===== config.mk =====
export PLATFORM = sky130hd
export DESIGN_NAME = apb_mem_ctrl_flat
export DESIGN_NICKNAME = d
export VERILOG_FILES = /design/src/rtl/apb_mem_ctrl_if.sv /design/src/rtl/apb_mem_ctrl.sv /design/src/flat_wrapper.sv
export SDC_FILE = /design/constraint.sdc
export NUM_CORES = 1
export LEC_CHECK = 0
export BUFFER_PORTS_ARGS = -buffer_cell sky130_fd_sc_hd__buf_4
export CORE_AREA = 2 2 68 70
export DETAILED_ROUTE_END_ITERATION = 8
export DIE_AREA = 0 0 70 72
export GPL_TIMING_DRIVEN = 1
export HOLD_SLACK_MARGIN = 0.1
export PLACE_DENSITY = 0.71
export SYNTH_ARGS = -nofsm -noshare
export SYNTH_HDL_FRONTEND = slang
export SYNTH_SLANG_ARGS = --single-unit

===== constraint.sdc =====
create_clock -name i_clk -period 1.52 [get_ports i_clk]
set_input_delay 0.076 -clock i_clk [delete_from_list [all_inputs] [get_ports i_clk]]
set_output_delay 0.076 -clock i_clk [all_outputs]
set_load 0.02 [all_outputs]

===== src/rtl/apb_mem_ctrl_if.sv =====
// APB3 bus bundle between the interconnect (master) and apb_mem_ctrl (slave).
interface apb_mem_ctrl_if #(
    parameter int unsigned DATA_WIDTH = 32
);
    logic                  psel;
    logic                  penable;
    logic                  pwrite;
    logic [31:0]           paddr;
    logic [DATA_WIDTH-1:0] pwdata;
    logic [DATA_WIDTH-1:0] prdata;
    logic                  pready;
    logic                  pslverr;

    modport master (
        output psel,
        output penable,
        output pwrite,
        output paddr,
        output pwdata,
        input  prdata,
        input  pready,
        input  pslverr
    );

    modport slave (
        input  psel,
        input  penable,
        input  pwrite,
        input  paddr,
        input  pwdata,
        output prdata,
        output pready,
        output pslverr
    );
endinterface


===== src/rtl/apb_mem_ctrl.sv =====
// APB3 completer sequencing a single-port word memory (sync write, comb read, write-protect).
// Optional macro APB_WAIT_STATE_EN inserts WAIT_CYCLES wait states in ACCESS.
module apb_mem_ctrl #(
    parameter int unsigned ADDR_WIDTH  = 7,
    parameter int unsigned DATA_WIDTH  = 32,
    parameter int unsigned WAIT_CYCLES = 2
) (
    input  logic                  i_clk,
    input  logic                  i_rst,
    apb_mem_ctrl_if.slave         apb,
    output logic                  o_mem_we,
    output logic [ADDR_WIDTH-1:0] o_mem_addr,
    output logic [DATA_WIDTH-1:0] o_mem_wdata,
    input  logic [DATA_WIDTH-1:0] i_mem_rdata,
    input  logic                  i_mem_err
);

    typedef enum logic [1:0] {
        StIdle   = 2'd0,
        StSetup  = 2'd1,
        StAccess = 2'd2
    } state_e;

    if (WAIT_CYCLES > 15) begin : g_bad_wait
        $error("WAIT_CYCLES must be in 0..15");
    end

    state_e r_state;
    state_e w_state_next;
    logic   w_wait_done;
    logic   w_done;
    logic   w_decode_err;
    logic   w_bus_rd;

    // ------------------------------------------------------------------
    // Wait-state counter
    // ------------------------------------------------------------------
`ifdef APB_WAIT_STATE_EN
    localparam logic [3:0] WaitEff = 4'(WAIT_CYCLES);

    logic [3:0] r_wait_cnt;

    // Held at zero outside ACCESS, so it is clear on every ACCESS entry.
    always_ff @(posedge i_clk) begin
        if (i_rst) begin
            r_wait_cnt <= 4'd0;
        end else if (r_state != StAccess) begin
            r_wait_cnt <= 4'd0;
        end else if (r_wait_cnt != WaitEff) begin
            r_wait_cnt <= r_wait_cnt + 4'd1;
        end
    end

    assign w_wait_done = (r_wait_cnt == WaitEff);
`else
    assign w_wait_done = 1'b1;
`endif

    // ------------------------------------------------------------------
    // FSM: state register
    // ------------------------------------------------------------------
    always_ff @(posedge i_clk) begin
        if (i_rst) begin
            r_state <= StIdle;
        end else begin
            r_state <= w_state_next;
        end
    end

    // ------------------------------------------------------------------
    // FSM: next state
    // ------------------------------------------------------------------
    always_comb begin
        w_state_next = r_state;
        unique case (r_state)
            StIdle: begin
                // psel & penable without a setup cycle is ignored.
                if (apb.psel && !apb.penable) begin
                    w_state_next = StSetup;
                end
            end
            StSetup: begin
                if (!apb.psel) begin
                    w_state_next = StIdle;
                end else if (apb.penable) begin
                    w_state_next = StAccess;
                end
            end
            StAccess: begin
                if (w_done) begin
                    w_state_next = (apb.psel && !apb.penable) ? StSetup : StIdle;
                end
            end
            default: w_state_next = StIdle;
        endcase
    end

    // ------------------------------------------------------------------
    // FSM: outputs
    // ------------------------------------------------------------------
    assign w_decode_err = (apb.paddr[31:ADDR_WIDTH+2] != '0) || (apb.paddr[1:0] != 2'b00);

    // Reset forces every output low, even before the first reset edge.
    assign w_done = !i_rst && (r_state == StAccess) && apb.psel && apb.penable && w_wait_done;
    assign w_bus_rd = !i_rst && apb.psel;

    always_comb begin
        apb.pready  = w_done;
        apb.pslverr = w_done && (w_decode_err || (apb.pwrite && i_mem_err));
        apb.prdata  = '0;
        if (w_done && !apb.pwrite && !w_decode_err) begin
            apb.prdata = i_mem_rdata;
        end
        o_mem_we    = w_done && apb.pwrite && !w_decode_err;
        o_mem_addr  = w_bus_rd ? apb.paddr[ADDR_WIDTH+1:2] : '0;
        o_mem_wdata = w_bus_rd ? apb.pwdata : '0;
    end

endmodule


===== src/flat_wrapper.sv =====
// flat-port wrapper written by rule: the top's interface ports become plain ports
module apb_mem_ctrl_flat 
#(
    parameter int unsigned ADDR_WIDTH  = 7,
    parameter int unsigned DATA_WIDTH  = 32,
    parameter int unsigned WAIT_CYCLES = 2
)
  (i_clk, i_rst, o_mem_we, o_mem_addr, o_mem_wdata, i_mem_rdata, i_mem_err, apb_psel, apb_penable, apb_pwrite, apb_paddr, apb_pwdata, apb_prdata, apb_pready, apb_pslverr);
  apb_mem_ctrl_if #(.DATA_WIDTH(DATA_WIDTH)) apb_i ();
  input  logic i_clk;
  input  logic i_rst;
  output logic o_mem_we;
  output logic [ADDR_WIDTH-1:0] o_mem_addr;
  output logic [DATA_WIDTH-1:0] o_mem_wdata;
  input  logic [DATA_WIDTH-1:0] i_mem_rdata;
  input  logic i_mem_err;
  input wire logic [$bits(apb_i.psel)-1:0] apb_psel;
  input wire logic [$bits(apb_i.penable)-1:0] apb_penable;
  input wire logic [$bits(apb_i.pwrite)-1:0] apb_pwrite;
  input wire logic [$bits(apb_i.paddr)-1:0] apb_paddr;
  input wire logic [$bits(apb_i.pwdata)-1:0] apb_pwdata;
  output wire logic [$bits(apb_i.prdata)-1:0] apb_prdata;
  output wire logic [$bits(apb_i.pready)-1:0] apb_pready;
  output wire logic [$bits(apb_i.pslverr)-1:0] apb_pslverr;
  assign apb_i.psel = apb_psel;
  assign apb_i.penable = apb_penable;
  assign apb_i.pwrite = apb_pwrite;
  assign apb_i.paddr = apb_paddr;
  assign apb_i.pwdata = apb_pwdata;
  assign apb_prdata = apb_i.prdata;
  assign apb_pready = apb_i.pready;
  assign apb_pslverr = apb_i.pslverr;
  apb_mem_ctrl #(.ADDR_WIDTH(ADDR_WIDTH), .DATA_WIDTH(DATA_WIDTH), .WAIT_CYCLES(WAIT_CYCLES)) u_core (.i_clk(i_clk), .i_rst(i_rst), .apb(apb_i), .o_mem_we(o_mem_we), .o_mem_addr(o_mem_addr), .o_mem_wdata(o_mem_wdata), .i_mem_rdata(i_mem_rdata), .i_mem_err(i_mem_err));
endmodule

Word-level counts from Yosys, hierarchy flattened
Index checks and enable logic that the tools add are counted.
{"block": "op_classes", "eq_ne": 5, "muxes": 9, "reduce_logical": 21}
{"operator": "2-to-1 mux 32 bit", "n": 2}
{"operator": "nonzero test 23 bit", "n": 1}
{"operator": "logical AND 1 bit", "n": 11}
{"operator": "2-to-1 mux 2 bit", "n": 4}
{"operator": "2-to-1 mux 7 bit", "n": 1}
{"operator": "case mux 2 bit (3 select lines)", "n": 1}
{"operator": "zero test 1 bit", "n": 4}
{"operator": "inequality test 2 x 1 -> 1 bit, second input constant", "n": 2}
{"operator": "inequality test 3 bit, second input constant", "n": 1}
{"operator": "AND reduction 3 bit", "n": 1}
{"operator": "== test 2 x 1 -> 1 bit, second input constant", "n": 1}
{"operator": "== test 2 bit, second input constant", "n": 1}
{"operator": "zero test 2 bit", "n": 1}
{"operator": "logical OR 1 bit", "n": 2}
{"operator": "nonzero test 2 bit", "n": 1}
{"operator": "2-to-1 mux 1 bit", "n": 1}
{"block": "totals", "reg_bits": 2, "word_cells": 36}

Longest topological paths before layout
Gate-level depths: netlist of the first run.
{"block": "depth", "word_depth": 7, "ltp_mapped": 5, "mapped_depth_nobuf": 4}

Worst setup path before layout of the first run
Ideal clock, no wire load.
{"block": "synth_path", "path_type": "reg2out", "start": "register u_core.r_state[0]", "end": "output apb_prdata[23]", "arrival_ns": 1.143, "required_time_ns": 1.444, "slack_ns": 0.301, "stages_incl_launch_ff": 5, "path_cell_list": "dfxtp_1 nand4b_1 inv_1 buf_2 and4b_1"}
{"block": "synth_via", "elab_chain_len": 7}
{"element": "from (decl)", "line_no": "apb_mem_ctrl.sv:28", "source": "state_e r_state;"}
{"element": "from (signal assigned)", "line_no": "apb_mem_ctrl.sv:64", "source": "r_state <= StIdle;"}
{"element": "from (signal assigned)", "line_no": "apb_mem_ctrl.sv:66", "source": "r_state <= w_state_next;"}
{"element": "== test 2 bit", "line_no": "apb_mem_ctrl.sv:104", "source": "assign w_done = !i_rst && (r_state == StAccess) && apb.psel && apb.penable && w_wait_done;"}
{"element": "logical AND 1 bit (3 in series)", "line_no": "apb_mem_ctrl.sv:104"}
{"element": "net apb_pready", "line_no": "flat_wrapper.sv:23", "source": "output wire logic [$bits(apb_i.pready)-1:0] apb_pready;"}
{"element": "logical AND 1 bit (2 in series)", "line_no": "apb_mem_ctrl.sv:111", "source": "if (w_done && !apb.pwrite && !w_decode_err) begin"}
{"element": "2-to-1 mux 32 bit", "line_no": "apb_mem_ctrl.sv:111"}
{"element": "to (decl)", "line_no": "flat_wrapper.sv:22", "source": "output wire logic [$bits(apb_i.prdata)-1:0] apb_prdata;"}
The timed path passes the listed nets, and every way through them passes these cells.

Final worst setup path of the first run
{"block": "layout_path", "start": "input apb_paddr[30]", "end": "output apb_prdata[27]"}
{"block": "layout_via", "elab_chain_len": 5}
{"element": "from (decl)", "line_no": "flat_wrapper.sv:20", "source": "input wire logic [$bits(apb_i.paddr)-1:0] apb_paddr;"}
{"element": "nonzero test 23 bit", "line_no": "apb_mem_ctrl.sv:101", "source": "assign w_decode_err = (apb.paddr[31:ADDR_WIDTH+2] != '0) || (apb.paddr[1:0] != 2'b00);"}
{"element": "logical OR 1 bit", "line_no": "apb_mem_ctrl.sv:101"}
{"element": "zero test 1 bit", "line_no": "apb_mem_ctrl.sv:111"}
{"element": "logical AND 1 bit", "line_no": "apb_mem_ctrl.sv:111"}
{"element": "2-to-1 mux 32 bit", "line_no": "apb_mem_ctrl.sv:111"}
Every way passes these cells.

==> impl_metrics.sql, run 1 <==
INSERT INTO impl_metrics (metric_group, metric, value, unit) VALUES
('power_and_ir_drop', 'power.share.sequential', '8.6', '%'),
('power_and_ir_drop', 'internal_power', '0.000472', 'W'),
('power_and_ir_drop', 'power.switching', '0.000176', 'W'),
('finish', 'layout.cells.most_common_list', '176 x buf_4, 39 x and2_1, 28 x and4b_1', ''),
('sta', 'layout_setup_ws', '67.8', 'ps'),
('detailed_routing', 'via_count', '1510', ''),
('finish', 'multi_input_area', '713', 'µm²'),
('critical_path', 'start_kind', 'input port', ''),
('critical_path', 'critPathLaunch', 'apb_paddr[30]', ''),
('sta', 'worst_pin_slew', '259', 'ps'),
('placed_design', 'hpwl', '3540', 'µm'),
('sta', 'max_freq', '0.689', 'GHz'),
('detailed_routing', 'first_iter_violations', '33', ''),
('grt', 'grt_pass1_wl', '6110', 'µm'),
('power_and_ir_drop', 'share_comb_of_total_power', '59.7', '%'),
('clock_network', 'cts.sinks', '2', ''),
('grt', 'grt_antenna_before_repair', '0', ''),
('job', 'maxCapViolCount', '0', ''),
('clock_network', 'number_of_clock_buffers_inserted_by_tritoncts', '3', ''),
('finish', 'regArea', '40.0', 'µm²'),
('finish', 'fillCellCount', '436', ''),
('clock_network', 'clock_tree.root_cell', 'clkbuf_8', ''),
('floorplan', 'fp.dieArea', '5040', 'µm²'),
('sta', 'report.final.setup_viol', '0', ''),
('synth', 'number_of_enable_type_register_cells_in_the_synthesized_netlist', '0', ''),
('floorplan', 'die_h', '72', 'µm'),
('synth', 'netlist_area_before_placement', '811', 'µm²'),
('finish', 'drive_gt1_share', '68.5', '%'),
('synth', 'synthCells', '108', ''),
('floorplan', 'start_util', '19.0', '%'),
('synth', 'synth_async_sr_flop_share', '0', '%'),
('placed_design', 'gp_routability_congestion', '0.753', ''),
('finish', 'antenna_cells_inserted', '0', ''),
('critical_path', 'regToRegStartpoint', 'u_core.r_state[0]$_SDFFE_PP0P_', ''),
('synth', 'synth_warnings', '0', ''),
('clock_network', 'cts_htree_levels', '1', ''),
('outcome', 'status', 'complete, no violations', ''),
('detailed_routing', 'drt_first_pass_iters', '4', ''),
('detailed_routing', 'detail_route.drc_violations', '0', ''),
('critical_path', 'critPathCaptureType', 'primary output', ''),
('placed_design', 'post-place-ws', '19.3', 'ps'),
('finish', 'final_nets', '383', ''),
('hold_path', 'hold_class', 'in2reg', ''),
('detailed_routing', 'wl_per_cell', '13.4', 'µm'),
('finish', 'final_common_cell', 'buf_4', ''),
('critical_path', 'worstPathMaxFanout', '17', ''),
('sta', 'finalSetupTns', '0', 'ps'),
('clock_network', 'clkTransAtPathRegs', '30', 'ps'),
('sta', 'finalCriticalPeriod', '1450', 'ps'),
('sta', 'finalMaxSlewViolations', '0', ''),
('floorplan', 'coreArea', '4260', 'µm²'),
('critical_path', 'rr_endpoint', 'u_core.r_state[1]$_SDFFE_PP0P_', ''),
('finish', 'largest_register_ff_count', '2', ''),
('power_and_ir_drop', 'leakage', '1.31', 'nW'),
('detailed_routing', 'vias_per_cell', '4.56', ''),
('detailed_routing', 'finalWirelength', '4440', 'µm'),
('critical_path', 'crit_arrival', '1380', 'ps'),
('floorplan', 'io_pins', '176', ''),
('synth', 'post_synth.cell_area_avg', '7.51', 'µm²'),
('power_and_ir_drop', 'max-vdd-ir-drop', '0.401', 'mV'),
('sta', 'finalHoldViolCount', '0', ''),
('critical_path', 'crit_path_required_time', '1440', 'ps'),
('sta', 'fin_worst_skew', '3.87', 'ps'),
('critical_path', 'reg2regPathDepth', '4', ''),
('critical_path', 'worstSetupEndpoint', 'apb_prdata[27]', ''),
('power_and_ir_drop', 'clkPwrFrac', '31.7', '%'),
('synth', 'synth-seq-cells', '2', ''),
('placed_design', 'port_buffers', '175', ''),
('grt', 'combined_global_route_utilization_of_all_metal_layers', '14.8', '%'),
('grt', 'maximum_number_of_pins_on_one_net_before_global_route_repair', '41', ''),
('synth', 'yosys.cell_types.count', '20', '');
[metal layers]
layer / track usage (%) / vias to the layer above / routed length, µm
met3: 5.83 / 4 / 592
met5: 0 / - / 0
met4: 3.42 / 0 / 19
met1: 14.9 / 658 / 1440
met2: 28.6 / 108 / 2400
li1: - / 740 / -
[worst min path at each step]
stage	start	to	slack [ps]	depth (start not counted)
final	apb_psel	u_core.r_state[1]$_SDFFE_PP0P_	260	4
after global routing	apb_psel	u_core.r_state[1]$_SDFFE_PP0P_	300	4
after CTS	apb_psel	u_core.r_state[1]$_SDFFE_PP0P_	260	4
after detailed placement	i_rst	u_core.r_state[1]$_SDFFE_PP0P_	240	2
after global placement	i_rst	u_core.r_state[1]$_SDFFE_PP0P_	240	2
after floorplan	i_rst	u_core.r_state[1]$_SDFFE_PP0P_	150	1
[repair_timing]
action | CTS | global route
buffers inserted | 0 | 0
setup endpoints to repair | 0 | 32
hold buffers | 2 | 0
resized for setup | 0 | 3
endpoints found under the hold margin | 2 | 0
[power by group through the flow]
stage / registers, W / logic [W] / clock network [W]
CTS: 0.0000556 / 0.000387 / 0.000210
floorplan: 0.0000560 / 0.000118 / 0
detailed placement: 0.0000562 / 0.000383 / 0
global route: 0.0000560 / 0.000414 / 0.000217
finish: 0.0000557 / 0.000387 / 0.000205
global placement: 0.0000561 / 0.000379 / 0
[worst max-delay path: stages]
cell	delay, ps
buf_4	110
nor4_1	280
nand3_1	170
nor2_4	210
clkbuf_16	190
and4b_1	200
buf_4	140
[cells in the mapped netlist (2+ instances only)]
cell type	count	share of area, %
clkbuf_1	9	4.2
and4b_1	28	35
and2_1	39	30
buf_6	3	4.2
nor2_1	3	1.4
and4b_2	4	5.6
a21oi_1	3	1.9
dfxtp_1	2	4.9
nor4_1	5	3.9
nand3_1	2	1.2
[layout make-up]
cell class | instances | share of cell area (%)
Sequential cell | 2 | 1.76
Tap cell | 52 | 2.87
Clock buffer | 3 | 1.82
Inverter | 1 | 0.165
Timing Repair Buffer | 181 | 62.0
Multi-Input combinational cell | 92 | 31.4
[kinds of logic after synthesis]
logic type,Yosys count,synth area share (%)
AOI/OAI and AO/OA,3,1.85
and+or+nand+nor,89,83.8
buffers and inverters,14,9.41
DFF,2,4.94
[metrics by stage]
step	power [W]	hold slack, ps	util (%)	instances	area (µm²)
after detailed placement	0.000439	244	50.8	325	2160
after CTS	0.000653	256	52.2	330	2230
after floorplan	0.000174	148	-	108	811
after global routing	0.000687	297	53.2	331	2270
after global placement	0.000435	243	50.8	325	2160
final	0.000648	264	53.2	331	2270
Power figures use the tool's default switching activity.
==> run 2, diff against run 1 <==
- CELL_PAD_IN_SITES_DETAIL_PLACEMENT: default -> 1
- CELL_PAD_IN_SITES_GLOBAL_PLACEMENT: default -> 2
- CORE_AREA: 2 2 68 70 -> default
- CORE_MARGIN: default -> 1
- CORE_UTILIZATION: default -> 10
- DIE_AREA: 0 0 70 72 -> default
- PLACE_DENSITY: 0.71 -> 0.95
==> run 2 against run 1 <==
The flow now finishes with violations (negative setup slack); sequential share of layout area barely moved; critical endpoint is now apb_prdata[26]; clock power rose by 3%; final cell count rose by 16%; sequential cell count did not move; maximum frequency fell by 5.9%.
==> impl_metrics.sql, run 2 (synthesis gave the netlist of run 1 again) <==
INSERT INTO impl_metrics (metric_group, metric, value, unit) VALUES
('floorplan', 'die_x_extent', '92.0', 'µm'),
('clock_network', 'clkTransAtPathRegs', '30', 'ps'),
('detailed_routing', 'first_iter_violations', '32', ''),
('hold_path', 'hold_class', 'in2reg', ''),
('finish', 'largest_register_ff_count', '2', ''),
('finish', 'registers_with_the_most_flip_flops', 'u_core.r_state x2', ''),
('placed_design', 'gp_routability_congestion', '0.751', ''),
('clock_network', 'cts_tree', 'built', ''),
('sta', 'report.final.setup_viol', '15', ''),
('detailed_routing', 'detail_route.drc_violations', '0', ''),
('placed_design', 'detailed_place.area', '2230', 'µm²'),
('sta', 'finalMaxSlewViolations', '0', ''),
('clock_network', 'insertion_delay', '210', 'ps'),
('floorplan', 'fp.dieArea', '8470', 'µm²'),
('critical_path', 'internal_reg_to_reg_setup_slack', '820', 'ps'),
('sta', 'layout_setup_ws', '-22.7', 'ps'),
('grt', 'maximum_number_of_pins_on_one_net_before_global_route_repair', '41', ''),
('finish', 'register_ranked_first_by_flip_flop_count', 'u_core.r_state', ''),
('critical_path', 'setup.worst_path.class', 'reg2out', ''),
('critical_path', 'timing.critical_path.buf_inv', '3', ''),
('job', 'maxCapViolCount', '0', ''),
('detailed_routing', 'wl_per_cell', '12.8', 'µm'),
('finish', 'antenna_cells_inserted', '0', ''),
('outcome', 'violations_in_the_final_reports', 'negative setup slack', ''),
('critical_path', 'crit_chain', 'nand4b_1, inv_2, clkbuf_16, and4b_1, buf_4', ''),
('critical_path', 'crit_arrival', '1470', 'ps'),
('placed_design', 'port_buffers', '175', ''),
('critical_path', 'timing.critical_path.max_delay_family', 'buffers and inverters', ''),
('sta', 'max_freq', '0.648', 'GHz'),
('clock_network', 'cts_htree_levels', '1', ''),
('clock_network', 'clock_path_buffers', '2', ''),
('critical_path', 'cp.depth', '5', ''),
('finish', 'final_nets', '385', ''),
('floorplan', 'io_pins', '176', ''),
('finish', 'post-route-cell-area', '2400', 'µm²'),
('grt', 'grt_antenna_before_repair', '0', ''),
('clock_network', 'number_of_clock_buffers_inserted_by_tritoncts', '3', ''),
('sta', 'grt_setup_unrepaired', 'yes', ''),
('finish', 'final_common_cell', 'buf_4', ''),
('detailed_routing', 'vias_per_cell', '4.09', ''),
('critical_path', 'rr_endpoint', 'u_core.r_state[1]$_SDFFE_PP0P_', ''),
('grt', 'grt_pass1_wl', '7170', 'µm'),
('outcome', 'status', 'finished, violations left', ''),
('clock_network', 'cts.sinks', '2', ''),
('detailed_routing', 'finalWirelength', '4910', 'µm'),
('sta', 'worst_pin_slew', '281', 'ps'),
('finish', 'synthToLayoutAreaGrowth', '196', '%'),
('placed_design', 'hpwl', '3950', 'µm'),
('sta', 'finalHoldViolCount', '0', ''),
('finish', 'drive_gt1_share', '69.4', '%'),
('critical_path', 'start_kind', 'register', ''),
('sta', 'holdWs', '232', 'ps'),
('grt', 'globalRouteOverflowTotal', '0', ''),
('floorplan', 'die_h', '92.0', 'µm'),
('power_and_ir_drop', 'max-vdd-ir-drop', '0.239', 'mV'),
('critical_path', 'critPathLaunch', 'u_core.r_state[0]$_SDFFE_PP0P_', ''),
('critical_path', 'crit_path_required_time', '1440', 'ps'),
('detailed_routing', 'drt.antenna.violating_nets', '0', ''),
('power_and_ir_drop', 'powerDensity', '275', 'nW/µm²'),
('finish', 'layout.cells.most_common_list', '163 x buf_4, 39 x and2_1, 28 x and4b_1', ''),
('floorplan', 'start_util', '10.4', '%'),
('critical_path', 'regToRegStartpoint', 'u_core.r_state[0]$_SDFFE_PP0P_', ''),
('floorplan', 'coreArea', '7770', 'µm²'),
('critical_path', 'reg2regPathDepth', '4', ''),
('critical_path', 'worstSetupEndpoint', 'apb_prdata[26]', ''),
('critical_path', 'worstPathMaxFanout', '17', ''),
('critical_path', 'critPathCaptureType', 'primary output', ''),
('floorplan', 'placement_rows', '32', ''),
('power_and_ir_drop', 'leakage', '1.33', 'nW'),
('critical_path', 'cpPeakStageDelay', '310', 'ps'),
('sta', 'fin_worst_skew', '0.707', 'ps'),
('sta', 'timing.final.crit_share', '101', '%'),
('detailed_routing', 'drt_first_pass_iters', '3', ''),
('critical_path', 'cpMaxStageDelayCell', 'dfxtp_2', ''),
('detailed_routing', 'via_count', '1565', ''),
('grt', 'grt_pass1_vias', '1565', ''),
('clock_network', 'clock_tree.root_cell', 'clkbuf_8', ''),
('finish', 'finish.utilization', '30.9', '%'),
('grt', 'combined_global_route_utilization_of_all_metal_layers', '10.5', '%'),
('sta', 'finalCriticalPeriod', '1540', 'ps'),
('sta', 'worst_slew_margin_rel', '81.1', '%'),
('placed_design', 'post-place-ws', '-37.1', 'ps');
run 2: worst reg2reg max path: cells and delay by family, from the launching register on:
| family | cells | cell delay (ps) |
|---|---|---|
| flops | 1 | 310 |
| simple gates | 3 | 170 |
| compound gates | 1 | 110 |
run 2: report_power, final:
part	internal [W]	leakage, nW	switching (W)	total [W]
clock network	0.000168	0.0216	0.0000440	0.000212
registers	0.0000548	0.0172	0.00000114	0.0000560
logic	0.000250	1.29	0.000142	0.000392
total	0.000473	1.33	0.000187	0.000660
run 2: cell type report:
cell class | count | area (µm²)
Multi-Input combinational cell | 92 | 704
Timing Repair Buffer | 183 | 1480
Inverter | 1 | 3.75
Fill cell | 951 | 5370
Tap cell | 102 | 128
Sequential cell | 2 | 42.5
Clock buffer | 3 | 41.3
run 2: what timing repair did:
| action | CTS | global route |
|---|---|---|
| setup endpoints to repair | 32 | 33 |
| cloned | 0 | 1 |
| gates resized for setup | 4 | 16 |
| hold buffers | 2 | 0 |
| setup buffers | 1 | 1 |
| pin swaps | 1 | 2 |
| hold endpoints to repair | 2 | 0 |
run 2: worst min-delay path by stage:
stage               startpoint                             end  slack (ps)  cells after the start
global placement         i_rst  u_core.r_state[1]$_SDFFE_PP0P_         250                      2
global route          apb_psel  u_core.r_state[1]$_SDFFE_PP0P_         270                      4
detailed placement       i_rst  u_core.r_state[1]$_SDFFE_PP0P_         260                      2
finish                apb_psel  u_core.r_state[1]$_SDFFE_PP0P_         230                      4
CTS                   apb_psel  u_core.r_state[1]$_SDFFE_PP0P_         240                      4
floorplan                i_rst  u_core.r_state[1]$_SDFFE_PP0P_         150                      1
run 2: layer usage:
layer / up-vias / wire, µm / part of all wire, % / track usage (%)
met5: - / 0 / 0 / 0
met4: 0 / 21 / 0.43 / 2.73
met3: 2 / 581 / 12 / 2.99
met2: 120 / 2750 / 56 / 22.2
met1: 699 / 1560 / 32 / 9.38
li1: 744 / - / - / -
run 2: through the flow:
step	instances	setup TNS, ps	power, W
after floorplan	108	0	0.000174
after global placement	375	0	0.000438
after detailed placement	375	-411	0.000447
after CTS	381	-55.9	0.000671
after global routing	383	-2210	0.000698
final	383	-119	0.000660
==> run 3, diff against run 2 <==
- REMOVE_ABC_BUFFERS: default -> 1
- SETUP_SLACK_MARGIN: default -> 0.5
==> run 3 against run 2 <==
The flow now finishes without violations; sequential power barely moved; largest cell class unchanged; critical endpoint is now apb_prdata[0]; design area rose by 19%; critical path depth rose by 3; combinational power rose by 24%; sequential share of layout area fell by 0.28 points.
==> impl_metrics.sql, run 3 (synthesis gave the netlist of run 1 again) <==
INSERT INTO impl_metrics (metric_group, metric, value, unit) VALUES
('floorplan', 'start_util', '10.4', '%'),
('critical_path', 'internal_reg_to_reg_setup_slack', '820', 'ps'),
('grt', 'maximum_number_of_pins_on_one_net_before_global_route_repair', '41', ''),
('clock_network', 'clkTransAtPathRegs', '30', 'ps'),
('clock_network', 'cts_tree', 'built', ''),
('finish', 'stdcell_count', '391', ''),
('clock_network', 'number_of_clock_buffers_inserted_by_tritoncts', '3', ''),
('grt', 'combined_global_route_utilization_of_all_metal_layers', '10.3', '%'),
('sta', 'grt_setup_unrepaired', 'yes', ''),
('floorplan', 'die_h', '92.0', 'µm'),
('sta', 'finalSetupTns', '0', 'ps'),
('finish', 'drive_gt1_share', '78.2', '%'),
('grt', 'grt_pass1_wl', '6970', 'µm'),
('placed_design', 'hpwl', '4080', 'µm'),
('sta', 'worst_pin_slew', '253', 'ps'),
('detailed_routing', 'detail_route.drc_violations', '0', ''),
('floorplan', 'die_x_extent', '92.0', 'µm'),
('detailed_routing', 'via_count', '1625', ''),
('sta', 'worst_slew_margin_rel', '83.1', '%'),
('placed_design', 'gp_routability_congestion', '0.735', ''),
('clock_network', 'insertion_delay', '210', 'ps'),
('detailed_routing', 'finalWirelength', '6120', 'µm'),
('finish', 'synthToLayoutAreaGrowth', '252', '%'),
('sta', 'timing.final.crit_share', '98.4', '%'),
('placed_design', 'detailed_place.area', '2230', 'µm²'),
('critical_path', 'rr_endpoint', 'u_core.r_state[1]$_SDFFE_PP0P_', ''),
('floorplan', 'fp.dieArea', '8470', 'µm²'),
('detailed_routing', 'drt.antenna.violating_nets', '0', ''),
('critical_path', 'crit_arrival', '1420', 'ps'),
('hold_path', 'hold_class', 'in2reg', ''),
('critical_path', 'setup.worst_path.class', 'in2out', ''),
('critical_path', 'crit_path_required_time', '1440', 'ps'),
('job', 'maxCapViolCount', '0', ''),
('outcome', 'status', 'complete, no violations', ''),
('clock_network', 'clock_tree.root_cell', 'clkbuf_8', ''),
('critical_path', 'reg2regPathDepth', '4', ''),
('finish', 'antenna_cells_inserted', '0', ''),
('detailed_routing', 'vias_per_cell', '4.16', ''),
('finish', 'registers_with_the_most_flip_flops', 'u_core.r_state x2', ''),
('critical_path', 'worstPathMaxFanout', '7', ''),
('finish', 'final_common_cell', 'buf_4', ''),
('grt', 'grt_pass1_vias', '1482', ''),
('finish', 'register_ranked_first_by_flip_flop_count', 'u_core.r_state', ''),
('power_and_ir_drop', 'powerDensity', '262', 'nW/µm²'),
('detailed_routing', 'first_iter_violations', '25', ''),
('clock_network', 'clock_path_buffers', '2', ''),
('hold_path', 'min-delay-start', 'apb_psel', ''),
('finish', 'layout.cells.most_common_list', '116 x buf_4, 60 x buf_6, 28 x and4b_1', ''),
('sta', 'finalCriticalPeriod', '1500', 'ps'),
('floorplan', 'placement_rows', '32', ''),
('detailed_routing', 'drt_first_pass_iters', '3', ''),
('clock_network', 'cts.sinks', '2', ''),
('clock_network', 'cts_htree_levels', '1', ''),
('hold_path', 'timing.hold.worst_endpoint', 'u_core.r_state[1]$_SDFFE_PP0P_', ''),
('finish', 'largest_register_ff_count', '2', ''),
('sta', 'finalMaxSlewViolations', '0', ''),
('sta', 'max_freq', '0.669', 'GHz'),
('sta', 'finalHoldViolCount', '0', ''),
('grt', 'grt_antenna_before_repair', '0', ''),
('sta', 'fin_worst_skew', '0.844', 'ps'),
('floorplan', 'io_pins', '176', ''),
('critical_path', 'start_kind', 'input port', ''),
('detailed_routing', 'wl_per_cell', '15.6', 'µm'),
('critical_path', 'critPathCaptureType', 'primary output', ''),
('hold_path', 'timing.hold.worst_path_depth', '4', ''),
('finish', 'fillCellCount', '891', ''),
('placed_design', 'port_buffers', '175', ''),
('finish', 'post-route-cell-area', '2850', 'µm²'),
('critical_path', 'regToRegStartpoint', 'u_core.r_state[0]$_SDFFE_PP0P_', ''),
('finish', 'final_nets', '393', ''),
('power_and_ir_drop', 'leakage', '1.48', 'nW'),
('floorplan', 'coreArea', '7770', 'µm²'),
('sta', 'holdWs', '213', 'ps'),
('placed_design', 'post-place-cells', '376', ''),
('sta', 'report.final.setup_viol', '0', ''),
('power_and_ir_drop', 'max-vdd-ir-drop', '0.224', 'mV'),
('grt', 'globalRouteOverflowTotal', '0', '');
run 3: metrics by stage:
| stage | total power [W] | worst slack (ps) | utilization [%] |
|---|---|---|---|
| finish | 0.000746 | 24.7 | 36.7 |
| global placement | 0.000438 | 51.5 | 28.8 |
| floorplan | 0.000164 | -250 | - |
| detailed placement | 0.000445 | 38.8 | 28.8 |
| CTS | 0.000667 | 46.7 | 29.7 |
| global route | 0.000799 | -28.6 | 36.7 |
run 3: worst max-delay path, cell delays in order:
cell,delay (ps)
buf_4,120
nor4_4,240
nand4_1,180
nor2_4,170
buf_12,140
clkbuf_16,140
and4b_2,230
buf_6,110
run 3: how the worst max path moves through the flow:
stage,startpoint,endpoint,slack [ps],cells past startpoint
after floorplan,i_rst,apb_prdata[10],-250,4
after global placement,apb_paddr[13],apb_prdata[3],50,7
after detailed placement,apb_paddr[12],apb_prdata[3],40,7
after CTS,u_core.r_state[1]$_SDFFE_PP0P_,apb_prdata[18],50,5
after global routing,apb_paddr[18],apb_prdata[24],-30,8
final,apb_paddr[9],apb_prdata[0],20,8
run 3: metal layers:
layer | routed length (µm) | global-route usage, % | part of all wire, % | vias up
li1 | - | - | - | 763
met1 | 2100 | 10.5 | 34 | 725
met2 | 3230 | 20.0 | 53 | 131
met3 | 725 | 3.48 | 12 | 6
met4 | 70 | 1.95 | 1.1 | 0
met5 | 0 | 0 | 0 | -
run 3: area by class of cell:
cell class,count,area (µm²),area share [%]
timing repair buffer,191,1830,64.2
sequential,2,42.5,1.49
tap,102,128,4.48
multi-input combinational,92,805,28.2
inverter,1,3.75,0.132
clock buffer,3,41.3,1.45
run 3: report_power, final:
group          internal, W  switching [W]  leakage, nW
Combinational     0.000312       0.000174         1.44
Sequential       0.0000548     0.00000119       0.0172
Clock             0.000167      0.0000377       0.0216
run 3: what timing repair did:
| item | in CTS | in global routing |
|---|---|---|
| cloned | 0 | 8 |
| hold buffers | 2 | 0 |
| pin swaps | 3 | 38 |
| endpoints found under the setup margin | 74 | 74 |
| endpoints found under the hold margin | 2 | 0 |
| resized for setup | 3 | 97 |
| setup buffers | 0 | 2 |
